### config.mk
export PLATFORM = sky130hd
export DESIGN_NAME = irq_stim_gen
export DESIGN_NICKNAME = d
export VERILOG_FILES = /design/src/rtl/irq_stim_gen.sv
export SDC_FILE = /design/constraint.sdc
export NUM_CORES = 1
export LEC_CHECK = 0
export CAP_MARGIN = 5
export CORE_MARGIN = 2
export CORE_UTILIZATION = 41
export CTS_BUF_LIST = sky130_fd_sc_hd__clkbuf_4 sky130_fd_sc_hd__clkbuf_8
export DETAILED_ROUTE_END_ITERATION = 16
export HOLD_SLACK_MARGIN = 0.15
export PLACE_DENSITY = 0.71
export SYNTH_ARGS = -nofsm -noshare
export SYNTH_HDL_FRONTEND = slang
export SYNTH_SLANG_ARGS = --single-unit
### constraint.sdc
create_clock -name clk -period 3.8 [get_ports clk]
set_input_delay 0.95 -clock clk [delete_from_list [all_inputs] [get_ports clk]]
set_output_delay 0.95 -clock clk [all_outputs]
set_load 0.05 [all_outputs]
### src/rtl/irq_stim_gen.sv
// Seedable multi-channel interrupt stimulus generator with halt-opcode drain monitor.
// Define IRQ_STIM_RR_EN to replace fixed lowest-index priority with round-robin arbitration.
module irq_stim_gen #(
    parameter int NUM_CH       = 4,
    parameter int CNT_WIDTH    = 3,
    parameter int LFSR_WIDTH   = 16,
    parameter logic [LFSR_WIDTH-1:0] LFSR_SEED = 16'hACE1,
    parameter int PMD_SIZE     = 32,
    parameter int OP_MSB       = 31,
    parameter int OP_LSB       = 22,
    parameter logic [OP_MSB-OP_LSB:0] HALT_OPCODE = 10'd1,
    parameter int DRAIN_CYCLES = 5
) (
    input  logic                clk,
    input  logic                reset,
    input  logic                ps_idle,
    input  logic [PMD_SIZE-1:0] pm_ps_op,
    input  logic [NUM_CH-1:0]   ch_enable,
    output logic [NUM_CH-1:0]   interrupt,
    output logic [2:0]          irq_id,
    output logic [15:0]         irq_count,
    output logic                halt_seen,
    output logic                sim_done
);

    localparam int IDX_W = (NUM_CH > 1) ? $clog2(NUM_CH) : 1;

    function automatic logic [31:0] taps_for(input int width);
        case (width)
            3:       taps_for = 32'h0000_0006;
            4:       taps_for = 32'h0000_000C;
            5:       taps_for = 32'h0000_0014;
            6:       taps_for = 32'h0000_0030;
            7:       taps_for = 32'h0000_0060;
            8:       taps_for = 32'h0000_00B8;
            16:      taps_for = 32'h0000_B400;
            24:      taps_for = 32'h00E1_0000;
            32:      taps_for = 32'h8020_0003;
            default: taps_for = 32'h1 << (width - 1);
        endcase
    endfunction

    localparam logic [31:0]           TAPS32 = taps_for(LFSR_WIDTH);
    localparam logic [LFSR_WIDTH-1:0] TAPS   = TAPS32[LFSR_WIDTH-1:0];
    localparam logic [7:0]            DRAIN_LAST = 8'(DRAIN_CYCLES - 1);

    logic [LFSR_WIDTH-1:0] lfsr_reg;
    logic [LFSR_WIDTH-1:0] lfsr_next;
    logic [CNT_WIDTH-1:0]  cnt_reg [NUM_CH];
    logic [NUM_CH-1:0]     eligible;
    logic [NUM_CH-1:0]     grant;
    logic [IDX_W-1:0]      winner;
    logic                  found;
    logic [7:0]            drain_reg;
    logic                  halt_match;
    logic                  unused_op_bits;

    assign halt_match     = (pm_ps_op[OP_MSB:OP_LSB] == HALT_OPCODE);
    assign unused_op_bits = ^pm_ps_op;

    // Right-shifting Galois form: feedback taps are XORed in when the bit shifted out is 1.
    assign lfsr_next = {1'b0, lfsr_reg[LFSR_WIDTH-1:1]} ^ (lfsr_reg[0] ? TAPS : '0);

    always_ff @(posedge clk or posedge reset) begin
        if (reset) begin
            lfsr_reg <= LFSR_SEED;
        end else begin
            lfsr_reg <= lfsr_next;
        end
    end

    genvar gi;
    generate
        for (gi = 0; gi < NUM_CH; gi++) begin : g_elig
            assign eligible[gi] = ps_idle && ch_enable[gi] && (cnt_reg[gi] == '0) && !halt_seen;
        end
    endgenerate

`ifdef IRQ_STIM_RR_EN
    logic [IDX_W-1:0] rr_reg;

    always_comb begin
        found  = 1'b0;
        winner = '0;
        for (int k = 0; k < NUM_CH; k++) begin
            int idx;
            idx = int'(rr_reg) + k;
            if (idx >= NUM_CH) begin
                idx = idx - NUM_CH;
            end
            if (!found && eligible[idx]) begin
                found  = 1'b1;
                winner = IDX_W'(idx);
            end
        end
    end

    always_ff @(posedge clk or posedge reset) begin
        if (reset) begin
            rr_reg <= '0;
        end else if (found) begin
            rr_reg <= (int'(winner) == NUM_CH - 1) ? '0 : winner + 1'b1;
        end
    end
`else
    always_comb begin
        found  = 1'b0;
        winner = '0;
        for (int i = NUM_CH - 1; i >= 0; i--) begin
            if (eligible[i]) begin
                found  = 1'b1;
                winner = IDX_W'(i);
            end
        end
    end
`endif

    generate
        for (gi = 0; gi < NUM_CH; gi++) begin : g_chan
            assign grant[gi] = found && (winner == IDX_W'(gi));

            // Counters only move while idle; a winner reloads from the pre-advance LFSR slice.
            always_ff @(posedge clk or posedge reset) begin
                if (reset) begin
                    cnt_reg[gi] <= '0;
                end else if (ps_idle) begin
                    if (grant[gi]) begin
                        cnt_reg[gi] <= lfsr_reg[gi*CNT_WIDTH +: CNT_WIDTH];
                    end else if (cnt_reg[gi] != '0) begin
                        cnt_reg[gi] <= cnt_reg[gi] - 1'b1;
                    end
                end
            end
        end
    endgenerate

    always_ff @(posedge clk or posedge reset) begin
        if (reset) begin
            interrupt <= '0;
            irq_id    <= '0;
            irq_count <= '0;
        end else begin
            interrupt <= grant;
            if (found) begin
                irq_id    <= 3'(winner);
                irq_count <= irq_count + 16'd1;
            end
        end
    end

    always_ff @(posedge clk or posedge reset) begin
        if (reset) begin
            halt_seen <= 1'b0;
            sim_done  <= 1'b0;
            drain_reg <= '0;
        end else if (!halt_seen) begin
            if (halt_match) begin
                halt_seen <= 1'b1;
                drain_reg <= '0;
            end
        end else if (!sim_done) begin
            if (drain_reg == DRAIN_LAST) begin
                sim_done <= 1'b1;
            end else begin
                drain_reg <= drain_reg + 8'd1;
            end
        end
    end

endmodule

# Word-level counts from Yosys, hierarchy flattened
# Index checks and enable logic that the tools add are counted.
[totals]
latchBits = 0
ramBits = 0
elab_cells = 86
ff_bits = 60
output_inout_bits = 25
mem_bits_ro = 0
mem_count = 0
inputBits = 39
[op_classes]
multipliers = 0
mux = 25
order_cmp = 0
n_shift = 0
n_addsub = 6
eq_ne = 7
n_reduce_logical = 36
n_bitwise = 1
div = 0
[op_table]
columns = ["op", "n"]
rows = [
  ["$mux W8", 4],
  ["$mux W3", 8],
  ["$add A16 B1 Y16 const B", 1],
  ["$logic_and A1 B1 Y1", 16],
  ["$mux W16", 1],
  ["$xor A15 B16 Y16", 1],
  ["$logic_not A3 Y1", 4],
  ["$reduce_bool A3 Y1", 4],
  ["$sub A3 B1 Y3 const B", 4],
  ["$eq A10 B1 Y1 const B", 1],
  ["$reduce_bool A2 Y1", 5],
  ["$add A8 B1 Y8 const B", 1],
  ["$eq A8 B3 Y1 const B", 1],
  ["$mux W1", 8],
  ["$mux W2", 4],
  ["$reduce_and A2 Y1", 4],
  ["$eq A2 B2 Y1 const B", 2],
  ["$ne A2 B2 Y1 const B", 2],
  ["$reduce_and A3 Y1", 1],
  ["$eq A2 B1 Y1 const B", 1],
  ["$logic_not A2 Y1", 1],
  ["$logic_not A1 Y1", 1],
]

# Depth between registers and ports, before layout
[depth]
depth_word = 11
depth_mapped = 8
mapped_depth_nobuf = 7

# Least setup slack after synthesis
# OpenSTA, ideal clock, no wires.
[synth_timing]
path_kind = "input -> register"
from = "input pm_ps_op[29]"
to = "register drain_reg[1]"
cell_stages = 4
t_arrival_ps = 2204
slack_ps = 1474
setup_ps = 122
n_path_buf = 0
required_ps = 3678
cell_sequence = "or4_1 > nor4_4 > o21ai_2 > a32o_1"
[synth_via]
elab_chain_len = 3
[synth_rtl]
columns = ["item", "line", "source"]
rows = [
  ["from (decl)", "17", "input logic [PMD_SIZE-1:0] pm_ps_op,"],
  ["$eq A10 B1 Y1", "58", "assign halt_match = (pm_ps_op[OP_MSB:OP_LSB] == HALT_OPCODE);"],
  ["$reduce_bool A2 Y1 (no source line)", "n/a", ""],
  ["$reduce_and A3 Y1 (no source line)", "n/a", ""],
  ["to (signal assigned)", "165", "drain_reg <= drain_reg + 8'd1;"],
  ["to (decl)", "54", "logic [7:0] drain_reg;"],
]
# Every way passes these cells.
# A chain may end at the register's enable or synchronous reset.

# Worst setup path after layout
[layout_timing]
from = "register halt_seen"
to = "output halt_seen"
[layout_lines]
columns = ["item", "line", "source"]
rows = [
  ["from (decl)", "22", "output logic halt_seen,"],
  ["from (signal assigned)", "153", "halt_seen <= 1'b0;"],
  ["from (signal assigned)", "158", "halt_seen <= 1'b1;"],
]
# No word-level cell between the ends.

==> qor.csv <==
stage,metric,value,unit
outcome,outcome,finished clean,
placement,dp_cells,344,
setup_path,crit_fanout,7,
sta,hold_viol_final,0,
setup_path,crit_path_cell_trace,clkdlybuf4s50_1,
finish,instances_no_fill,360,
sta,finClkSkew,0.00730,ns
global_route,globalRouteOverflowTotal,0,
sta,finalMaxSlewViolations,0,
sta,finalSetupTns,0,ns
route,drc,0,
sta,setup_violations,0,
setup_path,critPathArrivalTime,1.71,ns
pwr,peakVddDrop,278,µV
yosys,synth_edf_count,0,
floorplanning,die_x,85.5,µm
clock_tree,cts_max_level,3,
sta,rsz0062_at_grt,false,
job,maxCapViolCount,0,
floorplanning,dieArea,7310,µm²
route,routedWlPerCell,13.9,µm
pwr,power,1.59,mW
setup_path,crit_family,buffers and inverters,
yosys,synth_top_cell_area_share,47.8,%
yosys,synth_async_sr_flop_share,100,%
yosys,syn_area,2720,µm²
yosys,synthTopCellsByCount,"52 x dfrtp_1, 18 x inv_1, 17 x nand2_1",
global_route,antenna_found_initial,0,
sta,period_share,70.0,%
yosys,synth_cell_types,54,
sta,worstMarginPinSlew,0.876,ns
route,drt_iter0_drc,59,
route,vias,1862,
sta,setup_ws,1.14,ns
floorplanning,start_util,42.6,%
route,vias_per_cell,5.17,
finish,fill_cells,551,
global_route,grt_pass1_wl,8690,µm
setup_path,critPathRequiredTime,2.85,ns
floorplanning,die_h,85.5,µm
clock_tree,cts_resized,0,
yosys,syn-num-nets,282,
finish,drive_gt1_share,13.4,%
finish,diodes,0,
route,ant_nets,0,
finish,fin_nets,328,
clock_tree,cts_setup_buffers,0,
setup_path,endpoint_kind,primary output,
setup_path,cp-start-kind,flop,
finish,final_area,3400,µm²
finish,area_growth,24.8,%
route,wirelength,5010,µm
setup_path,critical_path_buf_inv_count,1,
clock_tree,ctsHoldBuffers,0,
global_route,grt_pass1_vias,1934,
placement,dpl.hpwl,3420,µm
clock_tree,cts_tree,built,
yosys,yosysSeqAreaShare,55.5,%
pwr,powerDensity,467,nW/µm²
yosys,yosys.area.top_type,dfrtp_1,
placement,post_dp_cell_area,3190,µm²
yosys,ys_ff_latch,60,
setup_path,max_stage_delay,0.87,ns
clock_tree,clock_latency,0.33,ns
clock_tree,ctsLongestPathBuffers,2,
yosys,avgSynthCellArea,11.7,µm²
yosys,synth.most_common_cell,dfrtp_1,
clock_tree,path_clk_slew,0.07,ns
route,dr.pass1.iters,4,
clock_tree,cts-root-buf,clkbuf_8,
sta,min_period,2.66,ns
clock_tree,cts_buffers,9,
clock_tree,clock-sinks,60,
placement,place_ws,0.909,ns
yosys,syn_inst,232,
setup_path,critPathKind,flop to primary output,
yosys,yosysWarningCount,0,
setup_path,crit_slowest_cell,clkdlybuf4s50_1,
floorplanning,boundaryPins,64,
placement,io_buffers,40,
setup_path,reg2reg_depth,6,
setup_path,cp_num_cells,1,
floorplanning,num_rows,29,
global_route,grt_usage,15.2,%
min_path,holdPathStages,0,
sta,fmax,376,MHz
global_route,grt_max_degree,46,
sta,timing.slew.headroom,41.5,%
pwr,leakage,1.55,nW
min_path,hp-class,flop to flop,
placement,gp_congestion,0.766,
yosys,synth_area_leaders,"dfrtp_1 48%, dfstp_2 7.7%, ha_1 5.1%, xnor2_1 4.5%, xor2_1 2.9%",
yosys,synthFlopType,dfrtp_1,
floorplanning,design.core.area,6390,µm²
-- area by class of cell --
| type | instances | area [µm²] | area share [%] |
|---|---|---|---|
| Clock inverter | 4 | 47.5 | 1.40 |
| Inverter | 18 | 67.6 | 1.99 |
| Multi-Input combinational cell | 147 | 1100 | 32.4 |
| Timing Repair Buffer | 42 | 415 | 12.2 |
| Clock buffer | 12 | 159 | 4.68 |
| Tap cell | 77 | 96.3 | 2.84 |
| Sequential cell | 60 | 1510 | 44.5 |
-- metrics by stage --
| stage | utilization, % | hold WS (ns) |
|---|---|---|
| floorplan | - | 0.333 |
| global placement | 50.0 | 0.336 |
| detailed placement | 50.0 | 0.346 |
| CTS | 53.2 | 0.356 |
| global route | 53.2 | 0.359 |
| finish | 53.2 | 0.356 |
-- placed cells by master, fill, tap and decap left out, types with 2 or more instances in the layout --
master	netlist	routed
xnor2_1	14	14
a221o_1	2	2
nand3b_1	2	2
o2bb2ai_1	4	4
nor2b_1	5	5
dfrtp_1	52	52
inv_1	18	17
a22oi_1	3	3
clkinv_2	0	2
clkbuf_8	0	11
and3_1	5	5
o21ai_0	4	4
nand3_1	5	5
nand2b_1	3	3
buf_4	2	2
a22o_1	7	7
nor2_1	8	8
clkdlybuf4s50_1	0	40
nand2_1	17	17
nand4_1	12	12
xor2_1	9	9
ha_1	11	11
and4_1	2	2
nor3_1	2	2
o21ai_2	2	2
dfstp_2	8	8
a31oi_1	3	3
-- kinds of logic after synthesis --
kind of cell	share of synthesized area, %
mux	0.414
compound gates	11.3
other cells	0.138
buf+inv	4.09
fa+ha+maj	5.06
flops	55.5
xor+xnor	7.40
simple gates	16.1
-- where the power goes --
group          internal [mW]  total [mW]  switching [mW]  leakage, nW
clock network          0.344       0.583           0.240        0.106
logic                  0.142       0.284           0.142        0.671
registers              0.687       0.719          0.0314        0.771
-- path summary, 6_finish.rpt --
path | end | slack [ns] | startpoint
worst max-delay path | halt_seen | 1.14 | halt_seen
worst min-delay path | lfsr_reg[11] | 0.36 | lfsr_reg[12]
worst max register to register | irq_count[1] | 1.80 | cnt_reg[6]
worst min register to register | lfsr_reg[11] | 0.36 | lfsr_reg[12]
max in group asynchronous | irq_count[14] | 1.94 | reset
min in group asynchronous | lfsr_reg[2] | 1.12 | reset
-- per-layer routing --
metal  share of wire (%)  track usage (%)  vias to the layer above
met3                 3.0             2.60                       12
met1                  47             19.3                      890
met2                  46             24.6                       49
met5                   0                0                        -
met4                 3.0             8.51                        0
li1                    -                -                      911
Note: power is estimated with default switching activity, not from simulation.
